===== config.mk =====
export PLATFORM = sky130hd
export DESIGN_NAME = wb_uart_debug_master
export DESIGN_NICKNAME = d
export VERILOG_FILES = /design/src/rtl/wb_dbg_pkg.sv /design/src/rtl/dbg_uart_core.sv /design/src/rtl/wb_uart_debug_master.sv
export SDC_FILE = /design/constraint.sdc
export NUM_CORES = 1
export LEC_CHECK = 0
export BUFFER_PORTS_ARGS = -buffer_cell sky130_fd_sc_hd__clkbuf_2
export CAP_MARGIN = 10
export CORE_ASPECT_RATIO = 0.9
export CORE_MARGIN = 3
export CORE_UTILIZATION = 25
export DETAILED_ROUTE_END_ITERATION = 10
export PLACE_DENSITY = 0.42
export SLEW_MARGIN = 15
export SYNTH_ARGS = -nofsm -noshare
export SYNTH_HDL_FRONTEND = slang
export SYNTH_SLANG_ARGS = --single-unit

===== constraint.sdc =====
create_clock -name clk -period 2.95 [get_ports clk]
set_clock_uncertainty 0.15 [all_clocks]
set_input_delay 0.59 -clock clk [delete_from_list [all_inputs] [get_ports clk]]
set_output_delay 0.59 -clock clk [all_outputs]
set_load 0.005 [all_outputs]

===== src/rtl/wb_dbg_pkg.sv =====
// Shared constants and state encodings for the UART-to-Wishbone debug bridge.
package wb_dbg_pkg;

  localparam logic [7:0] CMD_WRITE = 8'h57;
  localparam logic [7:0] CMD_READ  = 8'h52;
  localparam logic [7:0] RSP_OK    = 8'h2E;
  localparam logic [7:0] RSP_ERR   = 8'h21;

  typedef enum logic [2:0] {
    ST_IDLE,
    ST_ADDR,
    ST_DATA,
    ST_BUS,
    ST_RESP
  } dbg_state_e;

  typedef enum logic [2:0] {
    RX_IDLE,
    RX_START,
    RX_DATA,
    RX_STOP,
    RX_BREAK
  } rx_state_e;

  // 16x oversample tick divisor, never below one clock.
  function automatic int uart_div(input int clk_hz, input int bps);
    int d;
    d = clk_hz / (bps * 16);
    return (d < 1) ? 1 : d;
  endfunction

endpackage


===== src/rtl/dbg_uart_core.sv =====
// 8N1 UART with 16x oversampling: byte receiver with framing check and byte transmitter.
module dbg_uart_core
  import wb_dbg_pkg::*;
#(
  parameter int DIV = 54
) (
  input  logic       clk,
  input  logic       reset_n,
  input  logic       rxd_i,
  output logic       txd_o,
  output logic [7:0] rx_data_o,
  output logic       rx_avail_o,
  input  logic [7:0] tx_data_i,
  input  logic       tx_wr_i,
  output logic       tx_busy_o
);

  localparam int DW = (DIV > 1) ? $clog2(DIV) : 1;

  logic [DW-1:0] div_q;
  logic          tick;
  logic [1:0]    sync_q;
  logic          rxs;
  rx_state_e     rx_st_q;
  logic [3:0]    rx_tk_q;
  logic [2:0]    rx_n_q;
  logic [7:0]    rx_sh_q;
  logic [7:0]    rx_data_q;
  logic          rx_avail_q;
  logic [9:0]    tx_sh_q;
  logic [3:0]    tx_tk_q;
  logic [3:0]    tx_n_q;
  logic          tx_busy_q;

  assign tick       = (div_q == DW'(DIV - 1));
  assign rxs        = sync_q[1];
  assign rx_data_o  = rx_data_q;
  assign rx_avail_o = rx_avail_q;
  assign tx_busy_o  = tx_busy_q;
  assign txd_o      = tx_sh_q[0];

  always_ff @(posedge clk or negedge reset_n) begin
    if (!reset_n) div_q <= '0;
    else if (tick) div_q <= '0;
    else           div_q <= div_q + 1'b1;
  end

  // Start edge is re-checked 8 ticks later, then every 16 ticks lands mid-bit.
  always_ff @(posedge clk or negedge reset_n) begin
    if (!reset_n) begin
      sync_q     <= 2'b11;
      rx_st_q    <= RX_IDLE;
      rx_tk_q    <= '0;
      rx_n_q     <= '0;
      rx_sh_q    <= '0;
      rx_data_q  <= '0;
      rx_avail_q <= 1'b0;
    end else begin
      sync_q     <= {sync_q[0], rxd_i};
      rx_avail_q <= 1'b0;
      if (tick) begin
        case (rx_st_q)
          RX_IDLE: if (!rxs) begin
            rx_st_q <= RX_START;
            rx_tk_q <= '0;
          end
          RX_START: if (rx_tk_q == 4'd7) begin
            rx_tk_q <= '0;
            rx_n_q  <= '0;
            rx_st_q <= rxs ? RX_IDLE : RX_DATA;
          end else rx_tk_q <= rx_tk_q + 4'd1;
          RX_DATA: if (rx_tk_q == 4'd15) begin
            rx_tk_q <= '0;
            rx_sh_q <= {rxs, rx_sh_q[7:1]};
            rx_n_q  <= rx_n_q + 3'd1;
            if (rx_n_q == 3'd7) rx_st_q <= RX_STOP;
          end else rx_tk_q <= rx_tk_q + 4'd1;
          RX_STOP: if (rx_tk_q == 4'd15) begin
            rx_tk_q <= '0;
            if (rxs) begin
              rx_data_q  <= rx_sh_q;
              rx_avail_q <= 1'b1;
              rx_st_q    <= RX_IDLE;
            end else begin
              rx_st_q <= RX_BREAK;
            end
          end else rx_tk_q <= rx_tk_q + 4'd1;
          // A bad stop bit must see the line idle again before hunting for a start.
          RX_BREAK: if (rxs) rx_st_q <= RX_IDLE;
          default:  rx_st_q <= RX_IDLE;
        endcase
      end
    end
  end

  always_ff @(posedge clk or negedge reset_n) begin
    if (!reset_n) begin
      tx_sh_q   <= '1;
      tx_tk_q   <= '0;
      tx_n_q    <= '0;
      tx_busy_q <= 1'b0;
    end else if (!tx_busy_q) begin
      if (tx_wr_i) begin
        tx_sh_q   <= {1'b1, tx_data_i, 1'b0};
        tx_tk_q   <= '0;
        tx_n_q    <= '0;
        tx_busy_q <= 1'b1;
      end
    end else if (tick) begin
      if (tx_tk_q == 4'd15) begin
        tx_tk_q <= '0;
        tx_sh_q <= {1'b1, tx_sh_q[9:1]};
        if (tx_n_q == 4'd9) tx_busy_q <= 1'b0;
        else                tx_n_q    <= tx_n_q + 4'd1;
      end else begin
        tx_tk_q <= tx_tk_q + 4'd1;
      end
    end
  end

endmodule


===== src/rtl/wb_uart_debug_master.sv =====
// Serial debug bridge: UART command frames become single 32-bit Wishbone cycles.
module wb_uart_debug_master
  import wb_dbg_pkg::*;
#(
  parameter int clk_freq     = 100000000,
  parameter int baud         = 115200,
  parameter int wb_timeout   = 1023,
  parameter int byte_timeout = 1000000
) (
  input  logic        clk,
  input  logic        reset_n,
  input  logic        uart_rxd,
  output logic        uart_txd,
  output logic [31:0] wb_adr_o,
  output logic [31:0] wb_dat_o,
  input  logic [31:0] wb_dat_i,
  output logic [3:0]  wb_sel_o,
  output logic        wb_we_o,
  output logic        wb_cyc_o,
  output logic        wb_stb_o,
  input  logic        wb_ack_i,
  input  logic        wb_err_i,
  output logic        busy
);

  localparam int DIV = uart_div(clk_freq, baud);
  localparam int WTW = (wb_timeout > 0) ? $clog2(wb_timeout + 1) : 1;
  localparam int BTW = (byte_timeout > 0) ? $clog2(byte_timeout + 1) : 1;

  logic [7:0]     rx_data;
  logic           rx_avail;
  logic           tx_busy;
  dbg_state_e     state_q;
  logic           is_wr_q;
  logic [31:0]    adr_q;
  logic [31:0]    dat_q;
  logic [1:0]     bcnt_q;
  logic [2:0]     rcnt_q;
  logic [BTW-1:0] bto_q;
  logic [WTW-1:0] wto_q;
  logic           cyc_q;
  logic           we_q;
  logic           busy_q;
  logic           tx_wr_q;
  logic [7:0]     tx_data_q;

  dbg_uart_core #(.DIV(DIV)) u_uart (
    .clk        (clk),
    .reset_n    (reset_n),
    .rxd_i      (uart_rxd),
    .txd_o      (uart_txd),
    .rx_data_o  (rx_data),
    .rx_avail_o (rx_avail),
    .tx_data_i  (tx_data_q),
    .tx_wr_i    (tx_wr_q),
    .tx_busy_o  (tx_busy)
  );

  assign wb_adr_o = adr_q;
  assign wb_dat_o = dat_q;
  assign wb_sel_o = {4{cyc_q}};
  assign wb_we_o  = we_q;
  assign wb_cyc_o = cyc_q;
  assign wb_stb_o = cyc_q;
  assign busy     = busy_q;

  always_ff @(posedge clk or negedge reset_n) begin
    if (!reset_n) begin
      state_q   <= ST_IDLE;
      is_wr_q   <= 1'b0;
      adr_q     <= '0;
      dat_q     <= '0;
      bcnt_q    <= '0;
      rcnt_q    <= '0;
      bto_q     <= '0;
      wto_q     <= '0;
      cyc_q     <= 1'b0;
      we_q      <= 1'b0;
      busy_q    <= 1'b0;
      tx_wr_q   <= 1'b0;
      tx_data_q <= '0;
    end else begin
      case (state_q)
        ST_IDLE: if (rx_avail && (rx_data == CMD_WRITE || rx_data == CMD_READ)) begin
          is_wr_q <= (rx_data == CMD_WRITE);
          bcnt_q  <= '0;
          bto_q   <= '0;
          busy_q  <= 1'b1;
          state_q <= ST_ADDR;
        end
        ST_ADDR, ST_DATA: begin
          if (rx_avail) begin
            bto_q  <= '0;
            bcnt_q <= bcnt_q + 2'd1;
            if (state_q == ST_ADDR) adr_q <= {adr_q[23:0], rx_data};
            else                    dat_q <= {dat_q[23:0], rx_data};
            if (bcnt_q == 2'd3) begin
              if (state_q == ST_ADDR && is_wr_q) begin
                state_q <= ST_DATA;
              end else begin
                state_q <= ST_BUS;
                cyc_q   <= 1'b1;
                we_q    <= is_wr_q;
                wto_q   <= '0;
              end
            end
          end else if (bto_q == BTW'(byte_timeout)) begin
            state_q <= ST_IDLE;
            busy_q  <= 1'b0;
          end else begin
            bto_q <= bto_q + 1'b1;
          end
        end
        // dat_q doubles as the response shift register once the bus cycle ends.
        ST_BUS: begin
          if (wb_ack_i || wb_err_i || wto_q == WTW'(wb_timeout)) begin
            cyc_q   <= 1'b0;
            we_q    <= 1'b0;
            state_q <= ST_RESP;
            if (wb_ack_i && !is_wr_q) begin
              dat_q  <= wb_dat_i;
              rcnt_q <= 3'd4;
            end else begin
              dat_q  <= {(wb_ack_i ? RSP_OK : RSP_ERR), 24'h0};
              rcnt_q <= 3'd1;
            end
          end else begin
            wto_q <= wto_q + 1'b1;
          end
        end
        // tx_busy lags tx_wr by one cycle, so skip the cycle the write is presented.
        ST_RESP: begin
          if (tx_wr_q) begin
            tx_wr_q <= 1'b0;
          end else if (!tx_busy) begin
            if (rcnt_q != 3'd0) begin
              tx_data_q <= dat_q[31:24];
              dat_q     <= {dat_q[23:0], 8'h0};
              rcnt_q    <= rcnt_q - 3'd1;
              tx_wr_q   <= 1'b1;
            end else begin
              state_q <= ST_IDLE;
              busy_q  <= 1'b0;
            end
          end
        end
        default: state_q <= ST_IDLE;
      endcase
    end
  end

endmodule

==> impl_metrics.json <==
{
  "p_clk_share_pct": 41.1,
  "numCtsBuffers": 17,
  "cpMostUsedCell": "o21ai_0",
  "numPlacedInstances": 1283,
  "core_area_um2": 31140,
  "ys_top_cells_by_area": "dfrtp_1 (49%), mux2_2 (8.3%), o21ai_0 (5.1%)",
  "drt-wirelength-per-cell_um": 15.42,
  "firstDrtPassIters": 4,
  "synth_compound_area_share_pct": 12.35,
  "synth_xor_area_share_pct": 2.634,
  "leakage_nw": 4.553,
  "wl_mm": 20.28,
  "dpl.hpwl_mm": 14.26,
  "grt_max_degree": 57,
  "fin_crit_sh_pct": 89.05,
  "worstSetupStartpointType": "flip-flop",
  "ant_nets": 0,
  "hp-class": "primary input to async pin",
  "cts_setup_buffers": 0,
  "clockBufferDepth": 2,
  "final_cell_area_um2": 9701,
  "end_kind": "flip-flop",
  "max_slew.worst_pin.slew_ns": 0.6934,
  "p_comb_share_pct": 11.9,
  "io_pins": 110,
  "p_sw_share_pct": 28.57,
  "num_vias": 6053,
  "start_util_pct": 25.63,
  "drv_slew": 0,
  "synth_fp_nets": 832,
  "p_seq_share_pct": 47.0,
  "cp_data_required_time_ns": 3.12,
  "synthSimpleGateAreaFrac_pct": 17.03,
  "worstPathMaxFanout": 6,
  "synth_top_area_cell": "dfrtp_1",
  "final_layout_size_suffix_gt1_share_pct": 27.04,
  "vdd_drop_max_uv": 441.3,
  "cts_hold_buffers": 0,
  "setup-violations-final": 0,
  "fin_tns_setup_ns": 0,
  "yosys_warnings": 0,
  "initialDrtViolationCount": 277,
  "cts_root_buf": "clkbuf_16",
  "antenna_cells": 0,
  "die_y_um": 175.5,
  "synth_edf_count": 0,
  "synthesis.area_um2": 7980,
  "hold_ws_ns": -0.01664,
  "critPathMaxStageDelay_ns": 0.62,
  "nFillCells": 3273,
  "final_cells": 1315,
  "cp_data_arrival_time_ns": 2.79,
  "via_per_inst": 4.603,
  "synth_mux_area_share_pct": 9.580,
  "clk_pin_slew_ns": 0.07,
  "placed_area_um2": 9106,
  "grt_use_total_pct": 12.04,
  "cap_violations": 0,
  "ys_ff_latch": 168,
  "first_global_vias": 5888,
  "dieArea_um2": 34100,
  "rows": 61,
  "cts_resized": 0,
  "clk_latency_ns": 0.44,
  "p_int_mw": 3.944,
  "grt_pass1_wl_mm": 33.17,
  "antenna_found_initial": 0,
  "portBuffers": 109,
  "cts_htree_levels": 4,
  "crit_slowest_cell": "or4_1",
  "drc": 0,
  "final.min_clock_period_ns": 2.627,
  "crit_path_cell_trace": "ha_1 -> nand3_1 -> nor4_1 -> nor2_1 -> or4_1 -> o21ai_0 -> o21ai_0",
  "power_density_nw_per_um2": 569.1,
  "synth_seq_area_share_pct": 52.85,
  "place.gp.congestion": 0.7570,
  "die_w_um": 194.3,
  "violations": "hold timing",
  "cts_tree": "done",
  "ys_async_sr_fraction_pct": 100.0,
  "synth_flop_cell": "dfrtp_1",
  "avgSynthCellArea_um2": 10.22,
  "critPathKind": "flip-flop to flip-flop",
  "syn_inst": 781,
  "synth_adder_area_share_pct": 2.195,
  "synthDistinctLibCells": 56,
  "syn2layout_area_growth_pct": 21.56,
  "status": "finished with violations",
  "rsz0062_at_grt": "false",
  "relSlewSlack_pct": 53.61,
  "fin_nets": 944,
  "synth_top_area_share_pct": 49.23,
  "numClockSinks": 168,
  "hold_viol": 16,
  "fmax_ghz": 0.3807,
  "switchingPower_mw": 1.577,
  "synth_top_family_by_area": "simple AND/OR/NAND/NOR gates",
  "grt_remaining_overflow": 0
}
worst paths after layout:
check | from | to | slack [ns] | depth (start not counted)
worst max-delay path | wto_q[0]$_DFFE_PN0P_ | state_q[1]$_DFFE_PN0P_ | 0.32 | 7
worst min-delay path | reset_n | u_uart.tx_tk_q[1]$_DFFE_PN0P_ | -0.02 | 1
worst max register to register | wto_q[0]$_DFFE_PN0P_ | state_q[1]$_DFFE_PN0P_ | 0.32 | 7
worst min register to register | u_uart.sync_q[0]$_DFF_PN1_ | u_uart.sync_q[1]$_DFF_PN1_ | 0.21 | 0
max in group asynchronous | reset_n | bto_q[11]$_DFFE_PN0P_ | 2.01 | 2
min in group clk | uart_rxd | u_uart.sync_q[0]$_DFF_PN1_ | 0.09 | 1
critical path: cells and delay by family, from the launching register on:
kind	cells	cell delay, ns
compound gates	2	0.28
fa+ha+maj	1	0.20
flops	1	0.38
simple gates	4	1.49
per-layer routing:
metal	up-vias	share of wire [%]	track usage, %
met1	2963	52	17.87
li1	2985	-	-
met2	93	44	17.65
met4	0	0.85	2.991
met5	-	0	0
met3	12	3.1	2.877
per-stage QoR:
step / power (mW) / setup slack, ns / utilization (%) / hold WS, ns
2_1_floorplan: 3.063 / 0.5617 / - / 0.1444
3_3_place_gp: 3.294 / 0.4363 / 29.24 / 0.1967
3_5_place_dp: 3.307 / 0.3755 / 29.24 / 0.2007
4_1_cts: 5.627 / 0.3627 / 31.15 / 0.003711
5_1_grt: 5.842 / 0.1179 / 31.15 / 0.01007
6_report: 5.521 / 0.3232 / 31.15 / -0.01664
cell usage in the layout, fill, tap and decap left out, types with 20 or more instances in the layout:
| cell type | n |
|---|---|
| dfrtp_1 | 157 |
| nor2_1 | 59 |
| nand2_1 | 91 |
| xnor2_1 | 20 |
| and3_1 | 29 |
| buf_4 | 22 |
| clkbuf_2 | 108 |
| o21ai_0 | 82 |
| mux2_2 | 59 |
| inv_1 | 22 |
| a21oi_1 | 41 |
flip-flops by register name, indices dropped and copies added, names as in the netlist, 3 cells and up:
name              flops
tx_data_q             8
wb_dat_o             32
u_uart.tx_tk_q        4
u_uart.rx_data_o      8
u_uart.rx_n_q         3
state_q               3
u_uart.tx_sh_q        9
wto_q                10
u_uart.div_q          6
rcnt_q                3
u_uart.rx_st_q        3
u_uart.rx_sh_q        8
bto_q                20
u_uart.tx_n_q         4
wb_adr_o             32
u_uart.rx_tk_q        4
power groups by stage:
stage | Clock, mW | Combinational (mW) | Sequential [mW]
final | 2.27 | 0.655 | 2.60
after floorplan | 0 | 0.481 | 2.58
after global routing | 2.46 | 0.763 | 2.62
after CTS | 2.36 | 0.671 | 2.60
after detailed placement | 0 | 0.671 | 2.64
after global placement | 0 | 0.657 | 2.64
synth_stat cells, types with 2 or more instances:
master / count
dfrtp_1: 157
nand2_1: 91
o21ai_0: 82
mux2_2: 59
nor2_1: 59
a21oi_1: 41
clkbuf_1: 30
and3_1: 29
inv_1: 22
xnor2_1: 20
nand3_1: 18
nor3_1: 15
ha_1: 14
nor4_1: 13
a22oi_1: 12
dfstp_2: 11
mux2i_1: 10
o31ai_1: 8
nand4_1: 7
nor2b_1: 6
a22o_1: 5
buf_4: 5
nand3b_1: 5
buf_2: 4
nand2b_1: 4
or3_1: 4
or4_1: 4
xor2_1: 4
a21o_1: 3
and2_1: 3
nor3b_1: 3
a31oi_1: 2
and4b_1: 2
nand4b_1: 2
nor3_2: 2
nor4b_1: 2
o221ai_1: 2
o22ai_1: 2
o41ai_1: 2
cell families after synthesis:
family | Yosys count
and+or+nand+nor | 275
muxes | 69
adders and majority gates | 14
AOI/OAI and AO/OA | 168
DFF | 168
xor gates and xnor gates | 24
buffers and inverters | 63
final cells by class:
| type | instances | area, um^2 | share of cell area [%] |
|---|---|---|---|
| inverters | 22 | 82.58 | 0.8513 |
| multi-input cells | 550 | 3517 | 36.26 |
| repair buffers | 134 | 777.0 | 8.010 |
| clock inverters | 14 | 155.1 | 1.599 |
| well taps | 409 | 511.7 | 5.275 |
| clock buffers | 18 | 439.2 | 4.527 |
| flip-flops and latches | 168 | 4218 | 43.48 |
No activity file was read; power rests on OpenSTA's default activity.
